`config.mk`:
```
export PLATFORM = sky130hd
export DESIGN_NAME = disp_scan_driver_flat
export DESIGN_NICKNAME = d
export VERILOG_FILES = /design/src/rtl/disp_scan_driver_if.sv /design/src/rtl/disp_scan_driver.sv /design/src/flat_wrapper.sv
export SDC_FILE = /design/constraint.sdc
export NUM_CORES = 1
export LEC_CHECK = 0
export ABC_AREA = 1
export CAP_MARGIN = 20
export CORE_ASPECT_RATIO = 0.9
export CORE_MARGIN = 2
export CORE_UTILIZATION = 55
export DETAILED_ROUTE_END_ITERATION = 16
export GPL_TIMING_DRIVEN = 1
export HOLD_SLACK_MARGIN = 0.05
export PLACE_DENSITY = 0.84
export SLEW_MARGIN = 20
export SYNTH_ARGS = -nofsm -noshare
export SYNTH_HDL_FRONTEND = slang
export SYNTH_SLANG_ARGS = --single-unit
```
`constraint.sdc`:
```
create_clock -name clk -period 1.8 [get_ports clk]
set_clock_uncertainty 0.1 [all_clocks]
set_input_delay 0.36 -clock clk [delete_from_list [all_inputs] [get_ports clk]]
set_output_delay 0.36 -clock clk [all_outputs]
set_load 0.005 [all_outputs]
```
`src/rtl/disp_scan_driver_if.sv`:
```
// rtl/disp_scan_driver_if.sv - load request and multiplexed digit bus of the scan driver
interface disp_scan_driver_if;
    logic [13:0] value;
    logic        load;
    logic [3:0]  digit_code;
    logic [3:0]  anode;
    logic        busy;
    logic        ovf;

    modport master (
        output value,
        output load,
        input  digit_code,
        input  anode,
        input  busy,
        input  ovf
    );

    modport slave (
        input  value,
        input  load,
        output digit_code,
        output anode,
        output busy,
        output ovf
    );
endinterface

```
`src/rtl/disp_scan_driver.sv`:
```
// rtl/disp_scan_driver.sv - binary-to-BCD converter with four-digit time-multiplexed scan
module disp_scan_driver #(
    parameter int DIV = 100000
) (
    input  logic                  clk,
    input  logic                  rst_n,
    disp_scan_driver_if.slave     bus
);

    localparam int PW = (DIV > 2) ? $clog2(DIV) : 1;
    localparam logic [PW-1:0] PRESC_LAST = PW'(DIV - 1);

    typedef enum logic [1:0] {
        IDLE   = 2'd0,
        CONV   = 2'd1,
        COMMIT = 2'd2
    } state_t;

    state_t        state_q, state_d;
    logic [13:0]   bin_q, bin_d;
    logic [15:0]   bcd_q, bcd_d;
    logic [15:0]   bcd_adj;
    logic          ovf_pend_q, ovf_pend_d;
    logic [3:0]    iter_q, iter_d;
    logic          commit;

    logic [3:0]    disp_q [4];
    logic          ovf_q;

    logic [PW-1:0] presc_q;
    logic          presc_wrap;
    logic [1:0]    idx_q, idx_d;
    logic [3:0]    anode_q;
    logic [3:0]    digit_q;

    // Add-3 correction on every nibble that would exceed 9 after the shift.
    always_comb begin
        bcd_adj = bcd_q;
        for (int n = 0; n < 4; n++) begin
            if (bcd_q[n*4 +: 4] >= 4'd5) begin
                bcd_adj[n*4 +: 4] = bcd_q[n*4 +: 4] + 4'd3;
            end
        end
    end

    always_comb begin
        state_d    = state_q;
        bin_d      = bin_q;
        bcd_d      = bcd_q;
        ovf_pend_d = ovf_pend_q;
        iter_d     = iter_q;
        commit     = 1'b0;
        case (state_q)
            IDLE: begin
                if (bus.load) begin
                    bin_d      = bus.value;
                    bcd_d      = '0;
                    ovf_pend_d = (bus.value > 14'd9999);
                    iter_d     = '0;
                    state_d    = CONV;
                end
            end
            CONV: begin
                {bcd_d, bin_d} = {bcd_adj, bin_q} << 1;
                iter_d         = iter_q + 4'd1;
                if (iter_q == 4'd13) begin
                    state_d = COMMIT;
                end
            end
            COMMIT: begin
                commit  = 1'b1;
                state_d = IDLE;
            end
            default: state_d = IDLE;
        endcase
    end

    always_ff @(posedge clk) begin
        if (!rst_n) begin
            state_q    <= IDLE;
            bin_q      <= '0;
            bcd_q      <= '0;
            ovf_pend_q <= 1'b0;
            iter_q     <= '0;
        end else begin
            state_q    <= state_d;
            bin_q      <= bin_d;
            bcd_q      <= bcd_d;
            ovf_pend_q <= ovf_pend_d;
            iter_q     <= iter_d;
        end
    end

    // Display registers only move on COMMIT so the scan never shows a partial result.
    always_ff @(posedge clk) begin
        if (!rst_n) begin
            for (int n = 0; n < 4; n++) begin
                disp_q[n] <= '0;
            end
            ovf_q <= 1'b0;
        end else if (commit) begin
            for (int n = 0; n < 4; n++) begin
                disp_q[n] <= ovf_pend_q ? 4'd14 : bcd_q[n*4 +: 4];
            end
            ovf_q <= ovf_pend_q;
        end
    end

    assign presc_wrap = (presc_q == PRESC_LAST);
    assign idx_d      = presc_wrap ? idx_q + 2'd1 : idx_q;

    always_ff @(posedge clk) begin
        if (!rst_n) begin
            presc_q <= '0;
            idx_q   <= '0;
        end else begin
            presc_q <= presc_wrap ? '0 : presc_q + PW'(1);
            idx_q   <= idx_d;
        end
    end

    // Anode and code are registered from the same next index, so they switch together.
    always_ff @(posedge clk) begin
        if (!rst_n) begin
            anode_q <= 4'b1110;
            digit_q <= '0;
        end else begin
            anode_q <= ~(4'b0001 << idx_d);
            digit_q <= disp_q[idx_d];
        end
    end

    assign bus.digit_code = digit_q;
    assign bus.anode      = anode_q;
    assign bus.busy       = (state_q != IDLE);
    assign bus.ovf        = ovf_q;

endmodule

```
`src/flat_wrapper.sv`:
```
// flat-port wrapper written by rule: the top's interface ports become plain ports
module disp_scan_driver_flat 
#(
    parameter int DIV = 100000
)
  (clk, rst_n, bus_value, bus_load, bus_digit_code, bus_anode, bus_busy, bus_ovf);
  disp_scan_driver_if bus_i ();
  input  logic clk;
  input  logic rst_n;
  input wire logic [$bits(bus_i.value)-1:0] bus_value;
  input wire logic [$bits(bus_i.load)-1:0] bus_load;
  output wire logic [$bits(bus_i.digit_code)-1:0] bus_digit_code;
  output wire logic [$bits(bus_i.anode)-1:0] bus_anode;
  output wire logic [$bits(bus_i.busy)-1:0] bus_busy;
  output wire logic [$bits(bus_i.ovf)-1:0] bus_ovf;
  assign bus_i.value = bus_value;
  assign bus_i.load = bus_load;
  assign bus_digit_code = bus_i.digit_code;
  assign bus_anode = bus_i.anode;
  assign bus_busy = bus_i.busy;
  assign bus_ovf = bus_i.ovf;
  disp_scan_driver #(.DIV(DIV)) u_core (.clk(clk), .rst_n(rst_n), .bus(bus_i));
endmodule
```
==> summary.md, run 1 <==
| Metric | Value |
|---|---|
| Status | `finished, final reports clean` |
| DRC errors left | `0` |
| Seq pwr share | `0.512` |
| WP buf/inv | `1` |
| Max-cap violation count | `0` |
| Yosys cell types | `35` |
| Combinational group share of total power | `0.076` |
| CP Data Required Time | `~2.0 ns` |
| Placed cells | `slightly below 600` |
| Switch share | `0.219` |
| Chip width | `just over 90 um` |
| H-tree lvl count | `3` |
| Nets | `545` |
| Worst Path Arrival | `1.91 ns` |
| Startpoint Class | `flop` |
| Cell mode on critical path | `nand2_1` |
| Ant diodes | `0` |
| Die height | `82.1 um` |
| Hold EP | `u_core.bus.anode[3]$_SDFF_PN1_` |
| Netlist Area Pre-Place | `~0.0037 mm2` |
| Routed len/inst | `roughly 12 um` |
| Sequential-to-total area share from yosys stat | `0.478` |
| Final setup TNS | `0 ns` |
| Clk slew on worst S/H paths | `0.08 ns` |
| FF-to-FF setup slack | `around 0.078 ns` |
| 1st-iter DRT viols | `between 200 and 300` |
| FF-to-FF Start | `u_core.presc_q[1]$_SDFF_PP0_` |
| Post-DRT Antenna Nets | `0` |
| Initial Util | `0.569` |
| Initial antenna violation count | `0` |
| First-pass GRT wire length | `between 10000 and 15000 um` |
| WHS Path Cells | `1` |
| Fin crit period | `between 1.5 and 2 ns` |
| CTS Buffer Depth | `2` |
| Number of global-route vias before repair | `2891` |
| Critical path type | `flop to flop` |
| Post-DP HPWL | `roughly 5200 um` |
| # IOs | `27` |
| CP endpoint kind | `flop` |
| Fin crit share | `0.956` |
| Die area | `around 0.0074 mm2` |
| Layout cells sized above 1 | `0.125` |
| P_sw | `between 0.8 and 0.9 mW` |
| Cells on worst reg2reg path | `9` |
| Mapped Avg Cell Area | `7.84 um2` |
| Cells along the critical path | `ha_1 > nand2_1 > inv_1 > nand2_1 > nor2_2 > nand3_2 > o21ai_4 > nand3_1 > a21oi_2` |
| Post-route insts no fill | `slightly above 600` |
| Pwr dens | `836 mW/mm2` |
| Skew-Pair Late Insertion Delay | `around 0.35 ns` |
| Post-placement cell area | `roughly 0.0042 mm2` |
| Router iterations before antenna repair | `5` |
| Synth-to-layout area growth | `20.9%` |
| Worst R2R End | `u_core.bus.digit_code[0]$_SDFF_PN0_` |
| Core area | `between 0.006 and 0.007 mm2` |
| Leak | `about 1.7 nW` |
| P_int | `roughly 2.9 mW` |
| Slowest cell on the critical path | `dfxtp_1` |
| Cts bufs inserted | `9` |
| RSZ-0062 raised after global routing | `yes` |
| Syn Inst Count | `between 400 and 500` |
| Warnings from Yosys | `0` |
| DRT Wirelength | `7470 um` |
| Hold path start | `u_core.idx_q[1]$_SDFF_PN0_` |
| Port Buffer Count | `26` |
| Clock power share | `0.411` |
| Fmax | `approximately 0.58 GHz` |
| Synth Register Bits | `between 80 and 90` |
| Max_slew headroom | `0.751` |
| Vias/cell | `between 5 and 6` |
| Largest net degree at the start of global routing | `18` |
| HP Class | `flop to flop` |
| Clock Tree Root | `clkbuf_8` |
| Worst-margin pin slew | `~0.37 ns` |
| Crit-path max FO | `4` |
| Crit-path max cell delay | `approximately 0.34 ns` |
| Row cnt | `28` |
| Overflow after GRT | `0` |
| Final GP Congestion | `approximately 0.9` |
| Design area | `between 0.004 and 0.005 mm2` |
| Final hold vios | `0` |
| Final Setup Violations | `0` |
| Slew Viols, Final | `0` |
| Maximum VDD drop | `0.517 mV` |
| Via count | `approximately 3.3k` |
| Post-Syn Nets | `around 500` |
| All-layer global routing usage | `0.209` |
| # clock sinks | `81` |
| Cell family with most CP delay | `simple AND/OR/NAND/NOR gates` |
| CTS tree | `built` |
cells by family (layout without fill, tap and decap cells):
| family | count (synthesis) | after routing | synth area share |
|---|---|---|---|
| AO/OA/AOI/OAI | 84 | 84 | 0.122 |
| adder cells (fa/ha/maj) | 11 | 11 | 0.0369 |
| flip-flops | 81 | 81 | 0.478 |
| buffers and inverters | 78 | 125 | 0.0820 |
| AND/OR/NAND/NOR | 210 | 210 | 0.255 |
| XOR/XNOR | 11 | 11 | 0.0259 |
cells in the mapped netlist, drive strengths merged:
library cell,n,area [um2]
nand2,100,390
dfxtp,65,1300
inv,63,236
a21oi,49,245
nor2,44,173
nand3,38,195
o21ai,19,95.1
edfxtp,16,480
ha,11,138
xor2,10,87.6
clkbuf,9,33.8
a31oi,8,50.1
nand4,8,56.3
nor3,7,46.3
buf,6,35.0
a22oi,5,37.5
or2,5,31.3
nand3b,4,30.0
nor4,2,12.5
a311oi,1,8.76
a32o,1,10.0
and3,1,6.26
nor3b,1,7.51
o32ai,1,8.76
xnor2,1,8.76
layer usage:
metal / vias up / GRT usage / wire [um]
met4: 0 / 0.0892 / 110
met1: 1486 / 0.239 / 3240
met5: - / 0 / 0
met2: 116 / 0.365 / 3690
met3: 10 / 0.0679 / 434
li1: 1642 / - / -
worst reg2reg max path, cell delays in order (launching register included):
cell and delay (ns):
dfxtp_1 0.34, ha_1 0.16, nand2_1 0.12, inv_1 0.09, nand2_1 0.08, nor2_2 0.15
nand3_2 0.14, o21ai_4 0.21, nand3_1 0.13, a21oi_2 0.13
sequential cells by signal (all words and copies together) (netlist names):
name                   flops
u_core.disp_q             16
u_core.bin_q              14
u_core.bus.digit_code      4
u_core.ovf_pend_q          1
u_core.iter_q              4
u_core.bus.anode           4
u_core.presc_q            17
u_core.bus.ovf             1
u_core.idx_q               2
u_core.bcd_q              16
u_core.state_q             2
power by group through the flow:
stage               Sequential (mW)  Combinational (mW)  Clock, mW
CTS                            1.93               0.287       1.58
finish                         1.93               0.288       1.55
global placement               1.97               0.279          0
detailed placement             1.97               0.287          0
global route                   1.94               0.319       1.66
floorplan                      1.96               0.161          0
metrics by stage:
step / power, mW / utilization / hold WS, ns / setup WS [ns]
after floorplan: 2.12 / - / 0.303 / 0.183
after global routing: 3.91 / 0.687 / 0.367 / -0.115
after global placement: 2.25 / 0.638 / 0.322 / 0.0956
final: 3.76 / 0.687 / 0.337 / 0.0784
after detailed placement: 2.26 / 0.638 / 0.328 / 0.0282
after CTS: 3.79 / 0.674 / 0.339 / 0.00196
layout by cell type (no fill, tap or decap), drive strengths merged, types with 2 or more instances in the layout:
cell type      count
edfxtp            16
nor2              44
ha                11
clkdlybuf4s50     25
nor3               7
xor2              10
nand3             38
bufinv             3
a31oi              8
dfxtp             65
nor4               2
a22oi              5
nand3b             4
nand2            100
nand4              8
o21ai             19
clkinv             2
or2                5
inv               63
clkbuf            10
a21oi             49
buf               20
what timing repair did:
action | CTS | global route
pin swaps | 0 | 9
hold buffers | 0 | 0
setup buffers | 0 | 2
endpoints found under the setup margin | 1 | 13
resized for setup | 1 | 19
worst max path at each step:
stage | start | endpoint | slack (ns) | depth (start not counted)
after global routing | u_core.presc_q[0]$_SDFF_PP0_ | u_core.presc_q[16]$_SDFF_PP0_ | -0.12 | 7
final | u_core.presc_q[1]$_SDFF_PP0_ | u_core.bus.digit_code[0]$_SDFF_PN0_ | 0.08 | 9
after global placement | rst_n | u_core.disp_q[2][3]$_SDFFCE_PN0P_ | 0.1 | 5
after CTS | u_core.state_q[0]$_SDFFE_PN0P_ | bus_busy | 0.002 | 3
after floorplan | u_core.presc_q[0]$_SDFF_PP0_ | u_core.bus.digit_code[0]$_SDFF_PN0_ | 0.18 | 9
after detailed placement | rst_n | u_core.disp_q[3][3]$_SDFFCE_PN0P_ | 0.03 | 5
layout make-up:
cell class	count	area, um2
Fill cell	512	2050
Timing Repair Buffer	46	425
Inverter	63	236
Sequential cell	81	1790
Clock inverter	6	106
Clock buffer	10	128
Tap cell	90	113
Multi-Input combinational cell	316	1710
(Power assumes the default switching activity.)
==> run 2, diff against run 1 <==
- CTS_CLUSTER_SIZE: not set -> 12
==> results of run 2 <==
No change in the layout: final DEF, timing and power equal those of run 1.
